## src/rtl/rr_mux_arbiter.sv

```systemverilog
// NUM_CH-way valid/ready arbiter (round-robin or fixed priority) feeding one registered output
// stage. Define RR_MUX_LOCK_EN to add in_last and hold the grant across multi-beat packets.
module rr_mux_arbiter #(
    parameter int unsigned WIDTH  = 32,
    parameter int unsigned NUM_CH = 4,
    parameter int unsigned SEL_W  = 2
) (
    input  logic                    clk,
    input  logic                    rst_n,
    input  logic [NUM_CH*WIDTH-1:0] in_data,
    input  logic [NUM_CH-1:0]       in_valid,
    output logic [NUM_CH-1:0]       in_ready,
`ifdef RR_MUX_LOCK_EN
    input  logic [NUM_CH-1:0]       in_last,
`endif
    input  logic                    mode,
    output logic [WIDTH-1:0]        out_data,
    output logic [SEL_W-1:0]        out_sel,
    output logic                    out_valid,
    input  logic                    out_ready
);

    logic [WIDTH-1:0]  r_out_data;
    logic [SEL_W-1:0]  r_out_sel;
    logic              r_out_valid;
    logic [SEL_W-1:0]  r_rr_ptr;

    logic              w_load_en;
    logic              w_found;
    logic              w_xfer;
    logic              w_ptr_adv;
    logic [NUM_CH-1:0] w_grant;
    logic [SEL_W-1:0]  w_gidx;
    logic [SEL_W-1:0]  w_idx;
    logic [SEL_W-1:0]  w_ptr_next;
    logic [WIDTH-1:0]  w_gdata;

`ifdef RR_MUX_LOCK_EN
    logic              r_lock;
    logic [SEL_W-1:0]  r_lock_ch;
`endif

    // Scan order starts at rr_ptr in round-robin mode, at index 0 in fixed-priority mode.
    always_comb begin
        w_grant = '0;
        w_gidx  = '0;
        w_found = 1'b0;
        w_idx   = '0;
        for (int unsigned k = 0; k < NUM_CH; k++) begin
            w_idx = mode ? SEL_W'(k) : SEL_W'((32'(r_rr_ptr) + k) % NUM_CH);
            if (!w_found && in_valid[w_idx]) begin
                w_found        = 1'b1;
                w_grant[w_idx] = 1'b1;
                w_gidx         = w_idx;
            end
        end
`ifdef RR_MUX_LOCK_EN
        if (r_lock) begin
            w_grant            = '0;
            w_gidx             = r_lock_ch;
            w_grant[r_lock_ch] = in_valid[r_lock_ch];
        end
`endif
    end

    assign w_load_en  = !r_out_valid || out_ready;
    assign in_ready   = (rst_n && w_load_en) ? w_grant : '0;
    assign w_xfer     = |in_ready;
    assign w_gdata    = in_data[32'(w_gidx) * WIDTH +: WIDTH];
    assign w_ptr_next = (32'(w_gidx) == NUM_CH - 1) ? '0 : w_gidx + 1'b1;

`ifdef RR_MUX_LOCK_EN
    assign w_ptr_adv  = w_xfer && in_last[w_gidx];
`else
    assign w_ptr_adv  = w_xfer;
`endif

    always_ff @(posedge clk or negedge rst_n) begin
        if (!rst_n) begin
            r_out_data  <= '0;
            r_out_sel   <= '0;
            r_out_valid <= 1'b0;
            r_rr_ptr    <= '0;
        end else begin
            // With load_en high the stage either takes a new beat or empties.
            if (w_load_en) begin
                r_out_valid <= w_xfer;
                if (w_xfer) begin
                    r_out_data <= w_gdata;
                    r_out_sel  <= w_gidx;
                end
            end
            if (w_ptr_adv) begin
                r_rr_ptr <= w_ptr_next;
            end
        end
    end

`ifdef RR_MUX_LOCK_EN
    always_ff @(posedge clk or negedge rst_n) begin
        if (!rst_n) begin
            r_lock    <= 1'b0;
            r_lock_ch <= '0;
        end else if (w_xfer) begin
            r_lock    <= !in_last[w_gidx];
            r_lock_ch <= w_gidx;
        end
    end
`endif

    assign out_data  = r_out_data;
    assign out_sel   = r_out_sel;
    assign out_valid = r_out_valid;

endmodule

```

## config.mk

```make
export PLATFORM = sky130hd
export DESIGN_NAME = rr_mux_arbiter
export DESIGN_NICKNAME = d
export VERILOG_FILES = /design/src/rtl/rr_mux_arbiter.sv
export SDC_FILE = /design/constraint.sdc
export NUM_CORES = 1
export LEC_CHECK = 0
export CELL_PAD_IN_SITES_DETAIL_PLACEMENT = 1
export CELL_PAD_IN_SITES_GLOBAL_PLACEMENT = 2
export CORE_UTILIZATION = 20
export DETAILED_ROUTE_END_ITERATION = 12
export MAX_ROUTING_LAYER = met4
export PLACE_DENSITY_LB_ADDON = 0.1
export SYNTH_ARGS = -nofsm -noshare
export SYNTH_HDL_FRONTEND = slang
export SYNTH_SLANG_ARGS = --single-unit
```

## constraint.sdc

```tcl
create_clock -name clk -period 3 [get_ports clk]
set_input_delay 0.3 -clock clk [delete_from_list [all_inputs] [get_ports clk]]
set_output_delay 0.3 -clock clk [all_outputs]
set_load 0.02 [all_outputs]
```

==> results <==
-- flip-flops by register name, summed over array words and instances (netlist names) --
signal and flops:
r_rr_ptr 2, out_valid 1, out_sel 2, out_data 32
-- kinds of logic after synthesis --
family,after synthesis,share of synthesized area
muxes,133,0.473
and+or+nand+nor,37,0.0703
DFF,37,0.315
AOI/OAI and AO/OA,32,0.0848
buffers and inverters,24,0.0460
xor gates and xnor gates,2,0.00597
adders and majority gates,1,0.00426
-- where the power goes --
part | internal [mW] | switching, mW
Combinational | 2.63 | 2.02
Sequential | 0.777 | 0.162
Clock | 0.312 | 0.227
Total | 3.72 | 2.41
-- routing by layer --
metal,GRT usage,part of all wire,vias up
met5,-,0,-
met4,0.0271,0.0055,0
met3,0.0443,0.068,4
met2,0.266,0.52,94
met1,0.166,0.41,1470
li1,-,-,1442
-- Yosys cell counts, types with 2 or more instances --
cell type   n  area share
mux2_1     29        0.11
or2_2       2      0.0043
and3b_1     2      0.0060
a31oi_1     3      0.0064
nand2_1     8       0.010
nand2b_1    3      0.0064
dfrtp_1    37        0.32
a221oi_1    2      0.0060
buf_1       2      0.0026
o21ai_0     7       0.012
inv_1       3      0.0038
buf_6       3       0.012
a21oi_1     4      0.0068
buf_2       6       0.010
buf_4       3      0.0077
clkbuf_1    6      0.0077
a211oi_1    3      0.0077
nor2_1     10       0.013
a32o_1      2      0.0068
mux2_2      7       0.027
mux2i_1    96        0.33
nor3_1      3      0.0051
-- critical path, stage by stage, from the launching register on --
cell       delay (ns)
dfrtp_2          0.43
nor2b_4          0.18
mux4_2           0.52
or3_4            0.39
buf_4            0.16
nand4b_1         0.17
a31oi_2          0.23
buf_4            0.15
a311oi_4         0.04
buf_6            0.18
clkbuf_16        0.16
mux2_4           0.30
-- worst paths after layout --
| check | startpoint | end | depth (start not counted) | slack, ns |
|---|---|---|---|---|
| worst min register to register | out_data[14]$_DFFE_PN0P_ | out_data[14]$_DFFE_PN0P_ | 1 | 0.49 |
| worst max register to register | r_rr_ptr[1]$_DFFE_PN0P_ | out_data[30]$_DFFE_PN0P_ | 11 | -0.02 |
| max in group asynchronous | rst_n | r_rr_ptr[0]$_DFFE_PN0P_ | 3 | 1.83 |
| worst min-delay path | rst_n | out_data[26]$_DFFE_PN0P_ | 2 | 0.42 |
| min in group clk | out_data[14]$_DFFE_PN0P_ | out_data[14]$_DFFE_PN0P_ | 1 | 0.49 |
| worst max-delay path | r_rr_ptr[1]$_DFFE_PN0P_ | out_data[30]$_DFFE_PN0P_ | 11 | -0.02 |
-- area by class of cell --
cell class,instances,area [um2]
multi-input combinational,205,2060
fill,1559,8320
sequential,37,928
tap,180,225
antenna,1,2.50
clock inverter,3,25.0
timing repair buffer,235,2400
clock buffer,5,125
inverter,3,11.3
-- timing repair --
| action | 4_1_cts | 5_1_grt |
|---|---|---|
| hold buffers | 1 | 0 |
| setup endpoints to repair | 40 | 40 |
| setup buffers | 4 | 4 |
| gates cloned | 1 | 5 |
| resized for setup | 30 | 28 |
| endpoints found under the hold margin | 2 | 0 |
| pin swaps | 1 | 2 |
-- per-stage QoR --
stage,cells,power [mW],utilization
after global routing,669,6.56,0.410
after CTS,659,5.62,0.391
after floorplan,266,3.20,-
final,669,6.13,0.410
after global placement,645,4.75,0.371
after detailed placement,645,4.81,0.371
==> qor.yml <==
status: "finished, violations left"
violations: "negative setup slack"
grt_max_degree: 38
fin_area_um2: 5780
cap_viol_max_count: 0
routed_wl_um: 11600
path_max_fanout: 8
worst_pin_slew_ns: 0.517
crit_path_start_kind: "flop"
drt-pass1-iter-count: 4
hold-worst-slack_ns: 0.422
rows: 43
grt_pass1_vias: 3232
synth-seq-area-share: 0.315
setup_tns_ns: -0.133
fin_crit_sh: 1.01
post-dp-hpwl_um: 8790
synth_async_sr_flop_share: 1.00
mostFrequentLayoutCells: "167 x clkdlybuf4s50_1, 95 x mux2i_1, 43 x buf_4, 35 x dfrtp_1, 20 x mux2_4"
vdd_ir_drop_max_mv: 0.378
root_buffer: "clkbuf_16"
cp.required_ns: 3.17
drive_above_1_share: 0.242
fmax_mhz: 331
cts_buffer_depth: 2
fp.dieW_um: 123
syn_area_um2: 2940
core_um2: 14100
drt_iter0_markers: 64
ant_nets: 0
die_height_um: 123
slew_headroom: 0.655
wl_per_cell_um: 17.3
ys_warn_count: 0
min_period_ns: 3.02
clk_pin_slew_ns: 0.07
insertion_delay_ns: 0.29
syn_avg_cell_area_um2: 11.0
synth_seq_cells: 37
track_usage: 0.149
synth_edf_count: 0
fp.dieArea_um2: 15200
num_vias: 3010
port_buffers: 174
synth_cell_type_count: 47
nets: 624
final_common_cell: "clkdlybuf4s50_1"
clkSinkCount: 37
worstPathArrival_ns: 3.18
synthCells: 266
drc_errors: 0
worst_setup_path_end_kind: "flop"
place_congestion: 0.835
synth_ff_type: "dfrtp_1"
powerDensity_nw_per_um2: 1060
area_growth_pct: 96.8
drv_slew: 0
start_util: 0.208
antenna_found_initial: 1
synth_nets: 403
ios: 175
fin_skew_ns: 0.0102
p_leak_nw: 2.48
place_area_um2: 5230
viasPerCell: 4.50
overflow: 0
path_class: "reg2reg"
cts_buffers: 5
min_path_type: "in2async"
setup_violations: 16
post-place-ws_ns: -0.472
rsz0062_at_grt: "true"
hold_violations: 0
grt_pass1_wl_um: 16800
setup_slack_ns: -0.0169
h-tree-depth: 2
cts_tree: "done"
(Power assumes the default switching activity.)
